<file path="src/rtl/riscv_defs_pkg.sv">
// Shared RISC-V control-transfer definitions: opcodes, branch funct3 codes,
// resolver FSM states and the branch decision helper.
package riscv_defs;

    localparam logic [6:0] OP_BRANCH = 7'b1100011;
    localparam logic [6:0] OP_JAL    = 7'b1101111;
    localparam logic [6:0] OP_JALR   = 7'b1100111;

    localparam logic [2:0] F3_BEQ  = 3'b000;
    localparam logic [2:0] F3_BNE  = 3'b001;
    localparam logic [2:0] F3_BLT  = 3'b100;
    localparam logic [2:0] F3_BGE  = 3'b101;
    localparam logic [2:0] F3_BLTU = 3'b110;
    localparam logic [2:0] F3_BGEU = 3'b111;

    typedef enum logic [1:0] {
        ST_IDLE   = 2'd0,
        ST_EVAL   = 2'd1,
        ST_COMMIT = 2'd2
    } brs_state_e;

    // Reserved encodings 010/011 resolve as not taken.
    function automatic logic br_decide(input logic [2:0] f3, input logic eq,
                                       input logic lt, input logic ltu);
        logic t;
        case (f3)
            F3_BEQ:  t = eq;
            F3_BNE:  t = !eq;
            F3_BLT:  t = lt;
            F3_BGE:  t = !lt;
            F3_BLTU: t = ltu;
            F3_BGEU: t = !ltu;
            default: t = 1'b0;
        endcase
        return t;
    endfunction

endpackage

</file>
<file path="src/rtl/branch_cond_gen.sv">
// Comparison flags for conditional branches: equal, signed and unsigned less-than.
module branch_cond_gen (
    input  logic [31:0] rs1,
    input  logic [31:0] rs2,
    output logic        br_eq,
    output logic        br_lt,
    output logic        br_ltu
);

    assign br_eq  = (rs1 == rs2);
    assign br_lt  = ($signed(rs1) < $signed(rs2));
    assign br_ltu = (rs1 < rs2);

endmodule

</file>
<file path="src/rtl/branch_resolve_unit.sv">
// Three-state branch/jump resolver owning the architectural PC and branch
// statistics counters.
module branch_resolve_unit
    import riscv_defs::*;
#(
    parameter logic [31:0] RESET_PC = 32'h0000_0000,
    parameter int          CNT_W    = 32
) (
    input  logic             clk,
    input  logic             rst,
    input  logic             resolve_valid,
    output logic             resolve_ready,
    input  logic [6:0]       opcode,
    input  logic [2:0]       funct3,
    input  logic [31:0]      rs1,
    input  logic [31:0]      rs2,
    input  logic [31:0]      imm_b,
    input  logic [31:0]      imm_j,
    input  logic [31:0]      imm_i,
    output logic [31:0]      pc,
    output logic             done,
    output logic             taken,
    output logic [31:0]      link,
    output logic             misalign,
    output logic             illegal,
    output logic [CNT_W-1:0] br_count,
    output logic [CNT_W-1:0] taken_count
);

    brs_state_e       state_q, state_d;
    logic [6:0]       opcode_q, opcode_d;
    logic [2:0]       funct3_q, funct3_d;
    logic [31:0]      rs1_q, rs1_d, rs2_q, rs2_d;
    logic [31:0]      imm_b_q, imm_b_d, imm_j_q, imm_j_d, imm_i_q, imm_i_d;
    logic             eq_q, eq_d, lt_q, lt_d, ltu_q, ltu_d;
    logic [31:0]      target_q, target_d;
    logic [31:0]      pc_q, pc_d, link_q, link_d;
    logic             done_q, done_d, taken_q, taken_d;
    logic             misalign_q, misalign_d, illegal_q, illegal_d;
    logic [CNT_W-1:0] br_count_q, br_count_d, taken_count_q, taken_count_d;

    logic             cmp_eq, cmp_lt, cmp_ltu;
    logic             is_br, is_jump, tk, mis;
    logic [31:0]      seq_pc;

    branch_cond_gen u_cond (
        .rs1    (rs1_q),
        .rs2    (rs2_q),
        .br_eq  (cmp_eq),
        .br_lt  (cmp_lt),
        .br_ltu (cmp_ltu)
    );

    always_comb begin
        state_d       = state_q;
        opcode_d      = opcode_q;
        funct3_d      = funct3_q;
        rs1_d         = rs1_q;
        rs2_d         = rs2_q;
        imm_b_d       = imm_b_q;
        imm_j_d       = imm_j_q;
        imm_i_d       = imm_i_q;
        eq_d          = eq_q;
        lt_d          = lt_q;
        ltu_d         = ltu_q;
        target_d      = target_q;
        pc_d          = pc_q;
        link_d        = link_q;
        taken_d       = taken_q;
        br_count_d    = br_count_q;
        taken_count_d = taken_count_q;
        done_d        = 1'b0;
        misalign_d    = 1'b0;
        illegal_d     = 1'b0;

        seq_pc  = pc_q + 32'd4;
        is_br   = (opcode_q == OP_BRANCH);
        is_jump = (opcode_q == OP_JAL) || (opcode_q == OP_JALR);
        tk      = is_br ? br_decide(funct3_q, eq_q, lt_q, ltu_q) : is_jump;
        mis     = tk && (target_q[1:0] != 2'b00);

        case (state_q)
            ST_IDLE: begin
                if (resolve_valid) begin
                    opcode_d = opcode;
                    funct3_d = funct3;
                    rs1_d    = rs1;
                    rs2_d    = rs2;
                    imm_b_d  = imm_b;
                    imm_j_d  = imm_j;
                    imm_i_d  = imm_i;
                    state_d  = ST_EVAL;
                end
            end
            ST_EVAL: begin
                eq_d  = cmp_eq;
                lt_d  = cmp_lt;
                ltu_d = cmp_ltu;
                // PC is stable here: it only moves in COMMIT.
                if (opcode_q == OP_BRANCH)    target_d = pc_q + imm_b_q;
                else if (opcode_q == OP_JAL)  target_d = pc_q + imm_j_q;
                else if (opcode_q == OP_JALR) target_d = (rs1_q + imm_i_q) & ~32'h1;
                else                          target_d = seq_pc;
                state_d = ST_COMMIT;
            end
            ST_COMMIT: begin
                done_d     = 1'b1;
                taken_d    = tk;
                link_d     = seq_pc;
                misalign_d = mis;
                illegal_d  = is_br && (funct3_q[2:1] == 2'b01);
                // A misaligned taken target leaves the PC for the trap handler.
                pc_d       = !tk ? seq_pc : (mis ? pc_q : target_q);
                if (is_br) br_count_d = br_count_q + CNT_W'(1);
                if (is_br && tk) taken_count_d = taken_count_q + CNT_W'(1);
                state_d = ST_IDLE;
            end
            default: state_d = ST_IDLE;
        endcase
    end

    always_ff @(posedge clk) begin
        if (rst) begin
            state_q       <= ST_IDLE;
            opcode_q      <= '0;
            funct3_q      <= '0;
            rs1_q         <= '0;
            rs2_q         <= '0;
            imm_b_q       <= '0;
            imm_j_q       <= '0;
            imm_i_q       <= '0;
            eq_q          <= 1'b0;
            lt_q          <= 1'b0;
            ltu_q         <= 1'b0;
            target_q      <= '0;
            pc_q          <= RESET_PC;
            link_q        <= '0;
            done_q        <= 1'b0;
            taken_q       <= 1'b0;
            misalign_q    <= 1'b0;
            illegal_q     <= 1'b0;
            br_count_q    <= '0;
            taken_count_q <= '0;
        end else begin
            state_q       <= state_d;
            opcode_q      <= opcode_d;
            funct3_q      <= funct3_d;
            rs1_q         <= rs1_d;
            rs2_q         <= rs2_d;
            imm_b_q       <= imm_b_d;
            imm_j_q       <= imm_j_d;
            imm_i_q       <= imm_i_d;
            eq_q          <= eq_d;
            lt_q          <= lt_d;
            ltu_q         <= ltu_d;
            target_q      <= target_d;
            pc_q          <= pc_d;
            link_q        <= link_d;
            done_q        <= done_d;
            taken_q       <= taken_d;
            misalign_q    <= misalign_d;
            illegal_q     <= illegal_d;
            br_count_q    <= br_count_d;
            taken_count_q <= taken_count_d;
        end
    end

    assign resolve_ready = (state_q == ST_IDLE);
    assign pc            = pc_q;
    assign done          = done_q;
    assign taken         = taken_q;
    assign link          = link_q;
    assign misalign      = misalign_q;
    assign illegal       = illegal_q;
    assign br_count      = br_count_q;
    assign taken_count   = taken_count_q;

endmodule
</file>
<file path="config.mk">
export PLATFORM = sky130hd
export DESIGN_NAME = branch_resolve_unit
export DESIGN_NICKNAME = d
export VERILOG_FILES = /design/src/rtl/riscv_defs_pkg.sv /design/src/rtl/branch_cond_gen.sv /design/src/rtl/branch_resolve_unit.sv
export SDC_FILE = /design/constraint.sdc
export NUM_CORES = 1
export LEC_CHECK = 0
export CAP_MARGIN = 20
export CELL_PAD_IN_SITES_DETAIL_PLACEMENT = 1
export CELL_PAD_IN_SITES_GLOBAL_PLACEMENT = 2
export CORE_ASPECT_RATIO = 2
export CORE_MARGIN = 4
export CORE_UTILIZATION = 31
export DETAILED_ROUTE_END_ITERATION = 8
export PLACE_DENSITY_LB_ADDON = 0.05
export SYNTH_ARGS = -nofsm -noshare
export SYNTH_HDL_FRONTEND = slang
export SYNTH_SLANG_ARGS = --single-unit
</file>
<file path="constraint.sdc">
create_clock -name clk -period 4.4 [get_ports clk]
set_clock_uncertainty 0.15 [all_clocks]
set_input_delay 0.66 -clock clk [delete_from_list [all_inputs] [get_ports clk]]
set_output_delay 0.66 -clock clk [all_outputs]
set_load 0.01 [all_outputs]
</file>
; ---- Word-level counts from Yosys, hierarchy flattened
; Cells that the tools add are included.
; Widths: inputs -> output; s select.
[word_totals]
register_bits = 339
latch_bits = 0
ramBits = 0
mem_bits_ro = 0
in_bits = 173
elab_cells = 68
n_memories = 0
[classes]
n_addsub = 6
mul = 0
div = 0
magnitude_cmp = 2
eq_ne = 14
n_shift = 0
mux = 10
n_bitwise = 1
n_reduce_logical = 15
[ops]
columns = operator, count
row1 = $mux 32, 5
row2 = $add 32x32->32, 3
row3 = $add 32x1->32 const B, 2
row4 = $lt 32x32->1, 2
row5 = $add 32x3->32 const B, 1
row6 = $eq 32x32->1, 1
row7 = $eq 7x7->1 const B, 3
row8 = $eq 3x3->1 const B, 4
row9 = $reduce_and 2->1, 4
row10 = $pmux 1 s6, 1
row11 = $eq 2x1->1 const B, 2
row12 = $ne 2x2->1 const B, 2
row13 = $pmux 2 s2, 1
row14 = $eq 3x1->1 const B, 1
row15 = $logic_and 1x1->1, 3
row16 = $logic_not 1->1, 3
row17 = $logic_not 3->1, 1
row18 = $eq 2x2->1 const B, 1
row19 = $logic_not 2->1, 1
row20 = $mux 1, 2
row21 = $mux 2, 1
row22 = $reduce_bool 2->1, 1
row23 = $reduce_or 2->1, 1
row24 = $logic_or 1x1->1, 1
row25 = $not 1->1, 1

; ---- Longest topological paths before layout
[logic_depth]
ltp_word = 6
depth_mapped = 12
depth_no_buf = 12

; ---- By module
; Synthesis repeated with hierarchy kept, for this count alone.
[unflattened]
hier_cells = 2572
area_unflattened_um2 = 19578.8
[by_module_without_submodules]
columns = module, n_inst, cells_each, area_each_um2
row1 = branch_resolve_unit, 1, 2457, 18756.7
row2 = branch_cond_gen, 1, 115, 822.0

; ---- Least setup slack after synthesis
; Ideal clock, no wire load.
[synth_timing]
path_kind = reg-to-reg
startpoint = reg pc_q[0] (netlist: pc[0])
endpoint = reg target_q[28]
setup_time_ns = 0.095
arrival_time_ns = 2.826
slack_ns = 1.329
path_stages_with_launch = 13
path_buffers = 0
synth_period_minus_slack_ns = 3.071
path_cell_list = dfxtp_1 ha_1 inv_1 fa_1 nand2b_1 a21oi_1 o41ai_1 a41oi_1 a41oi_1 o21ai_0 a31oi_1 xor2_1 a221oi_1
[synth_between]
elab_chain_len = 4
word_cells_on_any_way = 6
classes_between = add/sub (3) / mux (3)
[synth_lines]
columns = item, line_no
row1 = start: declaration, branch_resolve_unit.sv:37  ; logic [31:0] pc_q, pc_d, link_q, link_d;
row2 = start signal: assignment, branch_resolve_unit.sv:157  ; pc_q <= pc_d;
row3 = $add 32x3->32, branch_resolve_unit.sv:76  ; seq_pc = pc_q + 32'd4;
row4 = $mux 32, branch_resolve_unit.sv:102  ; else if (opcode_q == OP_JALR) target_d = (rs1_q + imm_i_q) & ~32'h1;
row5 = $mux 32, branch_resolve_unit.sv:101  ; else if (opcode_q == OP_JAL) target_d = pc_q + imm_j_q;
row6 = $mux 32 (*), branch_resolve_unit.sv:100  ; if (opcode_q == OP_BRANCH) target_d = pc_q + imm_b_q;
row7 = end signal: assignment, branch_resolve_unit.sv:156  ; target_q <= target_d;
row8 = end: declaration, branch_resolve_unit.sv:36  ; logic [31:0] target_q, target_d;
; Every way passes the cells marked *; elsewhere a longest branch is shown, timed or not.
; A chain may end at the register's enable or synchronous reset.

; ---- Final worst setup path
; Same ends and word-level chain as after synthesis.

==> PnR_summary.wiki <==
{| class="wikitable"
! Metric !! Value
|-
| Hold Slack || 0.305 ns
|-
| Num rows || approximately 130
|-
| Total power divided by cell area || 310 mW/mm2
|-
| Area of combinational cells with multiple inputs || around 0.012 mm2
|-
| Top library cells by usage in the layout, fill and taps aside || sky130_fd_sc_hd__nand2_1 (504), sky130_fd_sc_hd__a21oi_1 (354), sky130_fd_sc_hd__dfxtp_1 (339)
|-
| Vias per cell || 5.32
|-
| Die Height || 361 um
|-
| Share of post-route cells with drive strength above 1 || under 10%
|-
| Overall die area || approximately 0.067 mm2
|-
| Remaining global-route overflow || 0
|-
| Residual antenna-violating net count after detailed routing || 0
|-
| Diodes inserted || 0
|-
| Number of failing hold endpoints at the final stage || 0
|-
| First-pass detailed-route iteration total || 7
|-
| Detailed-route wire length per cell || 21.5 um
|-
| Worst EP required || approximately 4.7 ns
|-
| Sum of negative setup slack || 0 ns
|-
| Most used flip-flop cell after synthesis || sky130_fd_sc_hd__dfxtp_1
|-
| Count of buffers added by post-CTS timing repair for setup || 0
|-
| Final Slew Violations || 0
|-
| Pin count of the biggest net entering global routing || around 110
|-
| Placed Cells incl. Taps || between 3,000 and 4,000
|-
| Post-layout instance count excluding filler cells || 3,616
|-
| TritonCTS Buffers || 38
|-
| Via count of the first global-routing pass || 20,600
|-
| Layout Area Growth over Synthesis || 26.6%
|-
| Power Total || 7.58 mW
|-
| Total via count in the routed design || 19,200
|-
| Post-detailed-placement half-perimeter wirelength || approximately 61,000 um
|-
| Storage element area || about 0.0068 mm2
|-
| Standard cell with the maximum stage delay on the critical path || sky130_fd_sc_hd__a41oi_1
|-
| Maximum level of the CTS H-tree || 2
|-
| Max IR drop VDD || 228 uV
|-
| Path class of the lowest-slack min-delay path || register to register
|-
| Arrival @ worst endpoint || 4.34 ns
|-
| Core Region || 0.0618 mm2
|-
| Post-Route WL || between 70,000 and 80,000 um
|-
| Result of the run || complete, no violations
|-
| EDFF count, synth || 0
|-
| Number of placed I/O pins || 306
|-
| Quantity of I/O buffers inserted on ports || ~310
|-
| DRC violations left || 0
|-
| Effective utilization at floorplan || 31.3%
|-
| Nets || 3,107
|-
| Syn Nets || between 2,000 and 3,000
|-
| Kind of start point of the critical path || register
|-
| Global-route wire length before repair || 119,000 um
|-
| Cells along the critical path || ha_1 > inv_1 > fa_1 > nand2b_1 > a21oi_1 > o41ai_1 > buf_4 > a41oi_1 > a41oi_1 > buf_4 > o21ai_0 > a31oi_1 > xor2_1 > a221oi_1
|-
| Worst rel slew slack || 31.8%
|-
| Maxcap violations || 0
|-
| Initial DRC Count || 729
|-
| Synthesized area divided by synthesized cell count || 7.57 um2
|-
| Clk sink count || around 340
|-
| Cell area after synthesis || ~0.019 mm2
|-
| Routability congestion estimate || 0.900
|-
| Actual transition at the worst max-transition pin || 1.01 ns
|-
| Period minus WS final || 4.03 ns
|-
| Setup crit end kind || register
|-
| CTS tree || done
|-
| Lkg Pwr || between 9 and 10 nW
|-
| Number of hold buffers added after CTS || 0
|-
| Insertion delay to the later sink of the worst-skew pair || 0.58 ns
|-
| Setup repair after global routing missed its margin || false
|-
| Warnings from Yosys || 0
|-
| Number of cells upsized or downsized after cts || 0
|-
| Distinct cells, synth || 70
|-
| Portion of the post-synthesis area used by sequential elements || 35.1%
|-
| Library cell used as clock root buffer || sky130_fd_sc_hd__clkbuf_16
|-
| Total global routing track utilization || 22.7%
|-
| Setup Crit Path Kind || register to register
|-
| Most frequent standard cell in the layout excluding fill and tap cells || sky130_fd_sc_hd__nand2_1
|-
| Total of endpoints with negative setup slack in the final report || 0
|-
| Final Cycle Share || 91.5%
|-
| Critical Path Max Stage Delay || 0.61 ns
|-
| Number of buffers between clock root and the deepest sink || 3
|-
| FF+latch count, synth || ~340
|-
| Share of synthesized registers carrying an async set or reset || 0%
|-
| Largest fanout on the critical path || 6
|-
| Highest attainable clock frequency || around 0.25 GHz
|-
| Instance count of the mapped netlist || between 2,000 and 3,000
|-
| Number of filler cells placed in the layout || approximately 7,500
|-
| Die W || 185 um
|-
| Clock-pin slew of the registers on the worst-case setup and hold paths || 0.06 ns
|-
| Number of antenna violations at the first check in global routing || 1
|}
metal layers:
| metal | track usage (%) | routed length (um) | vias up |
|---|---|---|---|
| met4 | 8.36 | 3110 | 0 |
| li1 | - | - | 9465 |
| met2 | 42.8 | 40600 | 416 |
| met3 | 2.78 | 3120 | 125 |
| met1 | 25.6 | 31100 | 9237 |
| met5 | 0 | 0 | - |
cell usage after synthesis (4+ instances only):
master                      instances  area [um2]
sky130_fd_sc_hd__nor2_1           232         871
sky130_fd_sc_hd__xnor2_1           58         508
sky130_fd_sc_hd__and2_1            17         106
sky130_fd_sc_hd__o21a_1             9        67.6
sky130_fd_sc_hd__buf_1              5        18.8
sky130_fd_sc_hd__and4_1            10        87.6
sky130_fd_sc_hd__nand2b_1           9        56.3
sky130_fd_sc_hd__nor2b_1            6        37.5
sky130_fd_sc_hd__dfxtp_1          339        6790
sky130_fd_sc_hd__a2111oi_0          4        35.0
sky130_fd_sc_hd__mux2i_1            9        90.1
sky130_fd_sc_hd__o22ai_1            8        50.1
sky130_fd_sc_hd__xor2_1            90         788
sky130_fd_sc_hd__o21ai_0          127         636
sky130_fd_sc_hd__o41ai_1            4        35.0
sky130_fd_sc_hd__a221oi_1           5        43.8
sky130_fd_sc_hd__a311oi_1           4        35.0
sky130_fd_sc_hd__or3_1             34         213
sky130_fd_sc_hd__nand3_1           48         240
sky130_fd_sc_hd__clkbuf_1         123         462
sky130_fd_sc_hd__a211oi_1          83         623
sky130_fd_sc_hd__o21bai_1          12        90.1
sky130_fd_sc_hd__a31oi_1           19         119
sky130_fd_sc_hd__nand3b_1          10        75.1
sky130_fd_sc_hd__o211ai_1          22         165
sky130_fd_sc_hd__a22oi_1            4        30.0
sky130_fd_sc_hd__and3_1            32         200
sky130_fd_sc_hd__ha_1             127        1590
sky130_fd_sc_hd__o31ai_1           11        82.6
sky130_fd_sc_hd__inv_1             57         214
sky130_fd_sc_hd__nor3_1            39         195
sky130_fd_sc_hd__nand4_1           36         225
sky130_fd_sc_hd__a21o_1            42         315
sky130_fd_sc_hd__a21oi_1          354        1770
sky130_fd_sc_hd__nand2_1          505        1900
layout make-up:
class | instances | area share (%)
Multi-Input combinational cell | 2026 | 48.5
Inverter | 57 | 0.875
Clock buffer | 50 | 4.36
Timing Repair Buffer | 342 | 13.8
Tap cell | 786 | 4.02
Clock inverter | 16 | 0.675
Sequential cell | 339 | 27.7
kinds of logic (layout without fill, tap and decap cells):
family / Yosys count / after routing / share of synthesized area, %
muxes: 9 / 9 / 0.466
buffers and inverters: 188 / 465 / 3.70
AOI/OAI and AO/OA: 741 / 741 / 22.7
DFF: 339 / 339 / 35.1
xor gates and xnor gates: 148 / 148 / 6.71
and+or+nand+nor: 998 / 998 / 22.8
adders and majority gates: 130 / 130 / 8.53
worst paths after layout:
kind                          startpoint                         to  slack (ns)  cells after the start
setup / recovery      pc[0]$_SDFFE_PP0P_  target_q[28]$_SDFFE_PP0N_        0.37                     14
hold / removal    rs2_q[28]$_SDFFE_PP0P_     rs2_q[28]$_SDFFE_PP0P_        0.30                      2
setup reg to reg      pc[0]$_SDFFE_PP0P_  target_q[28]$_SDFFE_PP0N_        0.37                     14
hold reg to reg   rs2_q[28]$_SDFFE_PP0P_     rs2_q[28]$_SDFFE_PP0P_        0.30                      2
state kept, by name, indices dropped and copies added (netlist names):
register     count
rs2_q           32
link            32
ltu_q            1
eq_q             1
illegal          1
imm_b_q         32
state_q          2
opcode_q         7
misalign         1
imm_j_q         32
taken_count     32
done             1
lt_q             1
target_q        32
rs1_q           32
br_count        32
taken            1
imm_i_q         32
funct3_q         3
pc              32
power by group:
group	switching (mW)	internal, mW
registers	0.0915	3.20
logic	0.601	0.435
clock network	1.42	1.83
total	2.12	5.47
metrics by stage:
stage / utilization, % / instance area [um2] / worst slack, ns
2_1_floorplan: - / 19300 / 1.33
3_3_place_gp: 37.6 / 23200 / 0.550
3_5_place_dp: 37.6 / 23200 / 0.431
4_1_cts: 39.6 / 24500 / 0.395
5_1_grt: 39.6 / 24500 / 0.142
6_report: 39.6 / 24500 / 0.374
worst max-delay path, delay by kind of cell (launching register included):
| kind | cells | cell delay (ns) |
|---|---|---|
| buffers and inverters | 3 | 0.43 |
| xor gates and xnor gates | 1 | 0.17 |
| AOI/OAI and AO/OA | 7 | 1.90 |
| DFF | 1 | 0.42 |
| adders and majority gates | 2 | 0.64 |
| and+or+nand+nor | 1 | 0.20 |
Power figures use the tool's default switching activity.
